`config.mk`:
```
export PLATFORM = sky130hd
export DESIGN_NAME = hex_display
export DESIGN_NICKNAME = d
export VERILOG_FILES = /design/src/rtl/hex_display.sv
export SDC_FILE = /design/constraint.sdc
export NUM_CORES = 1
export LEC_CHECK = 0
export ABC_AREA = 1
export ABC_CLOCK_PERIOD_IN_PS = 1910
export BUFFER_PORTS_ARGS = -buffer_cell sky130_fd_sc_hd__buf_2
export CAP_MARGIN = 20
export CORE_MARGIN = 2
export CORE_UTILIZATION = 49
export CTS_CLUSTER_SIZE = 30
export DETAILED_ROUTE_END_ITERATION = 12
export PLACE_DENSITY = 0.7
export SLEW_MARGIN = 30
export SYNTH_ARGS = -nofsm -noshare
export SYNTH_HDL_FRONTEND = slang
export SYNTH_SLANG_ARGS = --single-unit
```
`constraint.sdc`:
```
create_clock -name clk -period 1.91 [get_ports clk]
set_input_delay 0.0955 -clock clk [delete_from_list [all_inputs] [get_ports clk]]
set_output_delay 0.0955 -clock clk [all_outputs]
set_load 0.02 [all_outputs]
```
`src/rtl/hex_display.sv`:
```
// hex_display: assembles keypad-style hex digits (MSB-first shift) into a
// 32-bit value and drives a time-multiplexed 7-segment digit scan.
// Optional build macro: HEX_DISPLAY_SKIP_BLANK_EN -- when defined, the scan
// only visits positions that hold entered digits (at least position 0).
module hex_display #(
  parameter int SCAN_DIV = 250000
) (
  input  logic        clk,
  input  logic        rst,
  input  logic [3:0]  hex,
  input  logic        pulse,
  input  logic        clear,
  output logic [31:0] value,
  output logic [3:0]  digits,
  output logic        full,
  output logic [3:0]  seg_data,
  output logic [2:0]  seg_an
);

  localparam int CW = (SCAN_DIV > 2) ? $clog2(SCAN_DIV) : 1;

  logic [31:0]   value_reg,   value_next;
  logic [3:0]    digits_reg,  digits_next;
  logic [CW-1:0] div_cnt_reg, div_cnt_next;
  logic [2:0]    seg_an_reg,  seg_an_next;
  logic          scan_wrap;
  logic [2:0]    scan_next_idx;
  logic [3:0]    nibble [8];

  // Split the value into per-position nibbles for the display mux.
  generate
    for (genvar gi = 0; gi < 8; gi++) begin : g_nibble
      assign nibble[gi] = value_reg[4*gi +: 4];
    end
  endgenerate

  assign scan_wrap = (div_cnt_reg == CW'(SCAN_DIV - 1));

`ifdef HEX_DISPLAY_SKIP_BLANK_EN
  logic [3:0] scan_limit;
  logic [3:0] seg_an_inc;

  // Advance within lit digits only; with no digits entered, stay on 0.
  always_comb begin
    scan_limit    = (digits_reg == 4'd0) ? 4'd1 : digits_reg;
    seg_an_inc    = {1'b0, seg_an_reg} + 4'd1;
    scan_next_idx = (seg_an_inc >= scan_limit) ? 3'd0 : seg_an_inc[2:0];
  end
`else
  // Advance through all eight positions, wrapping naturally at 8.
  always_comb begin
    scan_next_idx = seg_an_reg + 3'd1;
  end
`endif

  // Next-state for entry register, digit count and scan divider.
  always_comb begin
    value_next   = value_reg;
    digits_next  = digits_reg;
    div_cnt_next = scan_wrap ? '0 : div_cnt_reg + 1'b1;
    seg_an_next  = scan_wrap ? scan_next_idx : seg_an_reg;
    if (clear) begin
      // Clear wins over a same-cycle pulse and restarts the scan too.
      value_next   = '0;
      digits_next  = '0;
      div_cnt_next = '0;
      seg_an_next  = '0;
    end else if (pulse) begin
      value_next = {value_reg[27:0], hex};
      if (digits_reg != 4'd8) begin
        digits_next = digits_reg + 4'd1;
      end
    end
  end

  // State registers with synchronous reset overriding all inputs.
  always_ff @(posedge clk) begin
    if (rst) begin
      value_reg   <= '0;
      digits_reg  <= '0;
      div_cnt_reg <= '0;
      seg_an_reg  <= '0;
    end else begin
      value_reg   <= value_next;
      digits_reg  <= digits_next;
      div_cnt_reg <= div_cnt_next;
      seg_an_reg  <= seg_an_next;
    end
  end

  assign value    = value_reg;
  assign digits   = digits_reg;
  assign full     = (digits_reg == 4'd8);
  assign seg_an   = seg_an_reg;
  assign seg_data = nibble[seg_an_reg];

endmodule

```
==> flow_summary.yaml <==
routing:
  drt-initial-drc-count: 190
  vias: 2526
  drt-total-wl_um: 6029
  via_per_inst: 4.982
  detail-route-antenna-nets: 0
  routedWlPerCell_um: 11.89
  drc: 0
  first_pass_iters: 4
finish:
  drive_above_1_share: 0.1945
  n_antenna_cell: 0
  fillers: 513
  fin_nets: 445
  final-seq-area_um2: 1141
  syn_to_final_growth_pct: 19.90
  fin_area_um2: 3136
  multi_input_area_um2: 1295
  largest_register_ffs: 32
global_routing:
  grt.overflow.total: 0
  grt_pass1_wl_um: 10490
  grt_max_degree: 33
  antenna_found_initial: 0
  grt_pass1_vias: 2287
  grt_usage: 0.2170
die:
  die_w_um: 77.06
  die-area_um2: 5937
  num_rows: 26
  design.core.area_um2: 5140
  die_h_um: 77.06
  start_util: 0.5088
  io-pin-count: 52
logic_synthesis:
  seq_area_frac_synth: 0.4364
  synth_area_per_cell_um2: 6.864
  synthTopCellsByArea: "dfxtp_1, nand2_1, a21oi_1"
  yosys.area.top_type: "dfxtp_1"
  synth_nets: 393
  yosysTopAreaCellShare: 0.4364
  ys_types: 23
  synthCells: 381
  ys_seq_elements: 57
  yosysWarningCount: 0
  netlist_area_um2: 2615
worst_setup_path:
  start_kind: "register"
  crit_path_top_delay_cell: "dfxtp_1"
  rr_endpoint: "div_cnt_reg[11]$_SDFF_PP0_"
  critPathBufInv: 2
  worst-r2r-cell-count: 8
  crit_path_max_incr_delay_ns: 0.54
  worst_path_most_repeated_cell: "nand2_1"
  cp_top_family: "flip-flops"
  crit_chain: "inv_1 > o21ai_0 > o22ai_1 > nand2_1 > nand2_1 > buf_2"
  crit_path_max_fanout: 11
  worstPathArrival_ns: 1.63
  path_class: "register to output port"
  cp.required_ns: 1.81
  cp-end-kind: "output port"
  r2r-start: "div_cnt_reg[0]$_SDFF_PP0_"
  r2r_setup_slack_ns: 0.50
clock_tree:
  cts_tree: "built"
  clock_latency_ns: 0.33
  clock_path_buffers: 2
  cts_max_level: 3
  post-cts-setup-buffer-count: 0
  cts_root_buf: "clkbuf_8"
  cts_repair_resize_count: 0
  clk_pin_slew_ns: 0.07
  cts_buffers: 9
  cts_hold_buffers: 0
  cts.sinks: 57
timing:
  worst_pin_slew_ns: 0.5694
  slew-limit-headroom: 0.6198
  rsz0062_at_grt: "false"
  finalSetupViolations: 0
  setup_ws_ns: 0.1856
  slew_violations: 0
  period_minus_slack_ns: 1.724
  max_freq_ghz: 0.5799
  finalClockSkew_ns: 0.005185
  tns_ns: 0
  final_hold_viol_count: 0
  period_share: 0.9028
place:
  place_area_um2: 2918
  portBuffers: 51
  dpl_worst_slack_ns: 0.5022
  dpl.hpwl_um: 4141
  place_congestion: 0.8541
power_and_ir_drop:
  pwr_density_cell_nw_per_um2: 796.5
  p_comb_frac: 0.039
  peakVddDrop_mv: 0.5221
  p_switching_uw: 537.7
  p_int_uw: 1960
  power.total_uw: 2497
  pwr-share-seq: 0.482
  leakage_uw: 0.001279
  clkPwrFrac: 0.479
  swShare: 0.2153
hold_path:
  hold_path_end: "value[0]$_SDFFE_PP0P_"
  hp-class: "input pin to register"
  hp-start: "hex[0]"
  hold_path_depth: 3
outcome:
  outcome: "completed"
flow_run:
  maxCapViolCount: 0
[routing by layer]
| metal | up-vias | global-route usage | wire length, um |
|---|---|---|---|
| met4 | 0 | 0.09464 | 99 |
| met3 | 10 | 0.04118 | 331 |
| met5 | - | 0 | 0 |
| met1 | 1135 | 0.2962 | 2942 |
| li1 | 1323 | - | - |
| met2 | 58 | 0.3351 | 2656 |
[cells by family after synthesis]
kind of cell | Yosys count | synth area share
adder cells (fa/ha/maj) | 4 | 0.01914
flip-flops | 57 | 0.4364
AO/OA/AOI/OAI | 69 | 0.1359
XOR/XNOR | 8 | 0.02680
AND/OR/NAND/NOR | 200 | 0.3134
buffers and inverters | 43 | 0.06842
[power by group through the flow]
| stage | Clock (uW) | Sequential (uW) | Combinational, uW |
|---|---|---|---|
| floorplan | 0 | 1230 | 64.1 |
| global placement | 0 | 1230 | 96.6 |
| detailed placement | 0 | 1230 | 96.7 |
| CTS | 1210 | 1200 | 97.1 |
| global route | 1250 | 1200 | 109 |
| finish | 1200 | 1200 | 97.1 |
[Yosys cell counts]
cell / instances
nand4_1: 2
nand2_4: 1
a21oi_1: 42
nor2_4: 1
inv_2: 4
dfxtp_1: 57
o22ai_1: 8
nor2_2: 6
clkbuf_1: 7
nor3_1: 2
nor2_1: 56
buf_4: 1
ha_1: 4
nand2_1: 112
xor2_1: 5
buf_2: 5
inv_1: 25
nand3_1: 17
nand2_2: 1
o21ai_0: 19
xnor2_1: 3
buf_6: 1
nand3b_1: 2
[final cells by class]
cell class / instances / share of cell area
Multi-Input combinational cell: 281 / 0.4130
Sequential cell: 57 / 0.3639
Timing Repair Buffer: 55 / 0.09098
Clock buffer: 13 / 0.05706
Inverter: 29 / 0.03591
Tap cell: 70 / 0.02793
Clock inverter: 2 / 0.01117
[per-stage QoR]
| step | util | instances | hold WS [ns] |
|---|---|---|---|
| final | 0.6100 | 507 | 0.006562 |
| after global routing | 0.6100 | 507 | 0.02457 |
| after CTS | 0.6093 | 507 | 0.0006768 |
| after detailed placement | 0.5677 | 492 | 0.3504 |
| after global placement | 0.5677 | 492 | 0.3489 |
| after floorplan | - | 381 | 0.2360 |
[tightest hold or removal path: stages]
cell and delay [ns]:
buf_2 0.09, nand2_1 0.05, a21oi_1 0.05
[worst max-delay path by stage]
stage,startpoint,endpoint,slack [ns],cells after the start
finish,seg_an[1]$_SDFFE_PP0N_,seg_data[1],0.19,6
global route,seg_an[0]$_SDFFE_PP0N_,seg_data[1],0.01,6
CTS,seg_an[1]$_SDFFE_PP0N_,seg_data[2],0.22,6
detailed placement,div_cnt_reg[0]$_SDFF_PP0_,div_cnt_reg[5]$_SDFF_PP0_,0.50,8
global placement,div_cnt_reg[0]$_SDFF_PP0_,div_cnt_reg[10]$_SDFF_PP0_,0.54,8
floorplan,digits[0]$_SDFFE_PP0P_,digits[3]$_SDFFE_PP0P_,0.57,8
[cells in the final DEF (no fill, tap or decap), drive strengths merged, types with 5 or more instances in the layout]
master  Yosys  layout
o22ai       8       8
dfxtp      57      57
clkbuf      7      13
a21oi      42      42
xor2        5       5
nand2     114     114
inv        29      28
nand3      17      17
nor2       63      63
buf         7      55
o21ai      19      19
Note: power is estimated with default switching activity, not from simulation.
